===== config.mk =====
export PLATFORM = sky130hd
export DESIGN_NAME = div_8b
export DESIGN_NICKNAME = d
export VERILOG_FILES = /design/src/rtl/div_8b.sv
export SDC_FILE = /design/constraint.sdc
export NUM_CORES = 1
export LEC_CHECK = 0
export ABC_AREA = 1
export CORE_AREA = 3 3 71 73
export CTS_CLUSTER_SIZE = 14
export DETAILED_ROUTE_END_ITERATION = 6
export DIE_AREA = 0 0 74 76
export PLACE_DENSITY_LB_ADDON = 0.1
export RECOVER_POWER = 100
export SYNTH_ARGS = -nofsm -noshare
export SYNTH_HDL_FRONTEND = slang
export SYNTH_SLANG_ARGS = --single-unit

===== constraint.sdc =====
create_clock -name clk -period 2.02 [get_ports clk]
set_input_delay 0.202 -clock clk [delete_from_list [all_inputs] [get_ports clk]]
set_output_delay 0.202 -clock clk [all_outputs]
set_load 0.02 [all_outputs]

===== src/rtl/div_8b.sv =====
// div_8b: sequential 8-bit unsigned restoring divider, one quotient bit per clock.
// Latency: 8 cycles from the accepting start edge to the done pulse.
//   With DIV8B_DIVZERO_EN, a zero divisor completes in 1 cycle.
// Backpressure: none; start is only sampled in IDLE/DONE and ignored while busy.
//
// Ports:
//   clk, rst        - clock, asynchronous active-high reset
//   start, a, b     - request strobe, dividend, divisor (captured on accepted start)
//   quot, rem       - results, valid from done and held until the next completion
//   busy, done      - iterating flag, one-cycle result-valid pulse
//   dbz             - divide-by-zero flag (driven only when DIV8B_DIVZERO_EN is defined)
module div_8b (
  input  logic       clk,
  input  logic       rst,
  input  logic       start,
  input  logic [7:0] a,
  input  logic [7:0] b,
  output logic [7:0] quot,
  output logic [7:0] rem,
  output logic       busy,
  output logic       done,
  output logic       dbz
);

  localparam logic [1:0] S_IDLE = 2'd0;
  localparam logic [1:0] S_BUSY = 2'd1;
  localparam logic [1:0] S_DONE = 2'd2;

  logic [1:0] state;
  // The dividend register doubles as the quotient accumulator: each
  // iteration shifts a dividend bit out of the top and a quotient bit in at the bottom.
  logic [7:0] dvd;
  logic [7:0] dvs;
  // Stored partial remainder. Between iterations it is always below the
  // divisor, so its 9th bit is always 0. Only the low 8 bits are kept; the full
  // 9-bit value exists as pr_sh.
  logic [7:0] pr;
  logic [2:0] cnt;

  logic [8:0] pr_sh;
  logic [8:0] diff;
  logic       qbit;
  logic [7:0] pr_nxt;
  logic       accept;

  assign accept = start && ((state == S_IDLE) || (state == S_DONE));
  assign busy   = (state == S_BUSY);
  assign done   = (state == S_DONE);

  always_comb begin
    pr_sh  = {pr, dvd[7]};
    diff   = pr_sh - {1'b0, dvs};
    // diff[8] set means the trial subtraction went negative: restore.
    qbit   = ~diff[8];
    pr_nxt = qbit ? diff[7:0] : pr_sh[7:0];
  end

  always_ff @(posedge clk or posedge rst) begin
    if (rst) begin
      state <= S_IDLE;
      dvd   <= 8'd0;
      dvs   <= 8'd0;
      pr    <= 8'd0;
      cnt   <= 3'd0;
      quot  <= 8'd0;
      rem   <= 8'd0;
    end else begin
      case (state)
        S_IDLE, S_DONE: begin
          if (accept) begin
            dvd   <= a;
            dvs   <= b;
            pr    <= 8'd0;
            cnt   <= 3'd0;
            state <= S_BUSY;
`ifdef DIV8B_DIVZERO_EN
            // Zero divisor: publish the architected result straight away.
            if (b == 8'd0) begin
              state <= S_DONE;
              quot  <= 8'hFF;
              rem   <= a;
            end
`endif
          end else begin
            state <= S_IDLE;
          end
        end
        S_BUSY: begin
          dvd <= {dvd[6:0], qbit};
          pr  <= pr_nxt;
          cnt <= cnt + 3'd1;
          if (cnt == 3'd7) begin
            state <= S_DONE;
            quot  <= {dvd[6:0], qbit};
            rem   <= pr_nxt;
          end
        end
        default: state <= S_IDLE;
      endcase
    end
  end

`ifdef DIV8B_DIVZERO_EN
  logic dbz_q;

  // The flag is set by a zero-divisor start. That start is also its completion.
  // Any other accepted start clears it.
  always_ff @(posedge clk or posedge rst) begin
    if (rst) begin
      dbz_q <= 1'b0;
    end else if (accept) begin
      dbz_q <= (b == 8'd0);
    end
  end

  assign dbz = dbz_q;
`else
  assign dbz = 1'b0;
`endif

endmodule

==> impl_results.md <==
- Final ANT Viol Nets: 0
- Number of buffers added on ports: 36
- Num rows: 24
- All-Layer GR Usage: 0.1858
- Top Ports: 38
- WL/cell: between 10 and 15 um
- Min-Delay Path Class: input pin to register
- Final setup viols: 0
- Synth-to-Final Area Change: 28.57%
- Fin nets: 365
- Final Cycle Share: 0.9756
- CP Data Arrival Time: 2.16 ns
- Setup Crit Path Kind: register to register
- Worst hold start: b[0]
- Max clock buf depth: 2
- Final Hold Viols: 0
- HPWL Detailed: 3.517 mm
- Detailed Route Iter0 Violations: 97
- Mapped Avg Cell Area: between 8 and 9 um2
- Global-route wire length before repair: 8.293 mm
- Worst skew pair latency: 0.29 ns
- Period minus WS final: 1.971 ns
- Die height: 76 um
- Setup crit start: dvd[7]$_DFFE_PP0P_
- CP Launch Type: register
- Drc violations: 0
- Reg-to-Reg Start: dvd[7]$_DFFE_PP0P_
- R2r worst-path depth: 12
- Drt pass-1 iters: 4
- WL final: between 5 and 6 mm
- Post-Layout Inst Area: 3007 um2
- Yosys warnings: 0
- N_diodes: 0
- Post-Place Cell Area: 2786 um2
- Die footprint: 5624 um2
- Die Wd: 74 um
- Run status: complete, no violations
- WHS Path Cells: 3
- Vias post-DR: 1951
- Largest net degree at the start of global routing: 46
- Cell area after synthesis: ~2300 um2
- Htree depth: 2
- Seq cells post-synth: 45
- CP required: between 2 and 2.5 ns
- Post-Syn Instances: 285
- Fillers: 369
- Post-CTS Hold Buffers: 0
- Worst Setup End Kind: register
- Vias in the first global route: 1809
- Initial antenna violation count: 0
- Routability cong.: between 0.7 and 0.8
- Fin Clk Skew: approximately 0.0050 ns
- Final Slew Violations: 0
- Tightest Pin Transition: 1.083 ns
- CTS tree: done
- Max FO, Critical Path: 3
- Core box area: ~4400 um2
- MaxCap Viol Count: 0
- Post-synthesis sequential area ratio: 0.4815
- Layout cells sized above 1: 0.1131
- Total gr overflow: 0
- # clock sinks: 45
- Clock Root Buffer: clkbuf_8
- Vias per cell: 5.028
- Starting density of the core: 0.5298
- Fmax: 507.4 MHz
- Slew margin rel.: 0.2778
- Num CTS Buffers: 5
- Syn Nets: 315
- Distinct cell type count after synthesis: 29
- Clock transition at path regs: ~0.08 ns
state kept, by name, summed over array words and instances (netlist names):
name,flops
dvd,8
dvs,8
pr,8
quot,8
rem,8
cnt,3
state,2
critical path: stages, from the launching register on:
cell,delay [ns]
dfrtp_1,0.39
inv_2,0.08
ha_2,0.17
inv_2,0.05
fa_2,0.39
nand2_2,0.09
nand2_4,0.07
buf_4,0.14
nand2_1,0.07
xor2_1,0.19
nand2_1,0.10
nand3_1,0.08
nand2_1,0.06
layout make-up:
cell class	instances	area, um2	share of cell area
repair buffers	47	432.9	0.1440
clock inverters	1	30.03	0.009988
multi-input cells	196	1116	0.3712
clock buffers	7	86.33	0.02871
inverters	40	150.1	0.04994
well taps	52	65.06	0.02164
flip-flops and latches	45	1126	0.3745
path summary, 6_finish.rpt:
check,end,slack (ns)
setup reg to reg,rem[4]$_DFFE_PP0P_,0.05
hold / removal,dvs[0]$_DFFE_PP0P_,0.47
min in group asynchronous,dvs[1]$_DFFE_PP0P_,0.72
max in group asynchronous,dvs[6]$_DFFE_PP0P_,0.64
hold reg to reg,quot[2]$_DFFE_PP0P_,0.48
setup / recovery,rem[4]$_DFFE_PP0P_,0.05
Yosys cell counts:
library cell   n  area (um2)
xnor2_1        2       17.52
buf_4          2       15.01
nand2_1       96       360.4
nand3_1       20       100.1
a221oi_1       5       43.79
nor2_1        13       48.80
nand2_8        1       20.02
fa_1           1       20.02
o211ai_1       1       7.510
xor2_1         1       8.760
nand3_4        1       17.52
inv_1         39       146.4
or2_1          1       6.260
a21oi_2        1       8.760
clkbuf_1       4       15.01
conb_1         1       3.750
buf_2          1       5.000
nand2_4        1       11.26
o22ai_1        2       12.51
a22o_1         2       17.52
o21ai_0       17       85.08
nand3b_1       5       37.54
nand3_2        1       10.01
nand2_2        7       43.79
inv_2          1       3.750
a21oi_1        3       15.01
dfrtp_1       45        1126
nand4_1        1       6.260
ha_1          10       125.1
metrics by stage:
stage	hold slack, ns	setup TNS [ns]	std cells	utilization	setup slack (ns)
2_1_floorplan	0.3116	0	285	-	0.1853
3_3_place_gp	0.4638	0	372	0.6312	0.1074
3_5_place_dp	0.4638	0	372	0.6312	0.03403
4_1_cts	0.3002	0	380	0.6576	0.02886
5_1_grt	0.4895	-0.7339	388	0.6811	-0.06826
6_report	0.4685	0	388	0.6811	0.04926
cells in the final DEF, fill, tap and decap left out, types with 5 or more instances in the layout:
| master | n |
|---|---|
| dlygate4sd3_1 | 19 |
| inv_1 | 37 |
| o21ai_0 | 17 |
| ha_1 | 9 |
| nand2_1 | 94 |
| nor2_1 | 13 |
| dfrtp_1 | 45 |
| buf_4 | 8 |
| nand3b_1 | 5 |
| nand2_2 | 7 |
| a221oi_1 | 5 |
| clkbuf_8 | 6 |
| clkdlybuf4s50_1 | 17 |
| nand3_1 | 19 |
repair_timing:
action | CTS | global route
buffers inserted | 0 | 5
setup endpoints to repair | 0 | 18
gates resized for setup | 0 | 14
routing by layer:
layer | GRT usage | share of wire
met5 | 0 | 0
met4 | 0.05254 | 0.013
met3 | 0.04090 | 0.051
met2 | 0.2606 | 0.45
met1 | 0.2857 | 0.49
cell families after synthesis:
logic type | Yosys count | share of synthesized area
AOI/OAI and AO/OA | 31 | 0.08133
other | 1 | 0.001604
DFF | 45 | 0.4815
xor gates and xnor gates | 3 | 0.01124
adders and majority gates | 11 | 0.06207
and+or+nand+nor | 147 | 0.2830
buffers and inverters | 47 | 0.07918
Power is not shown: default switching activity piles up to over one toggle a cycle in this logic, so the estimate is an artifact.
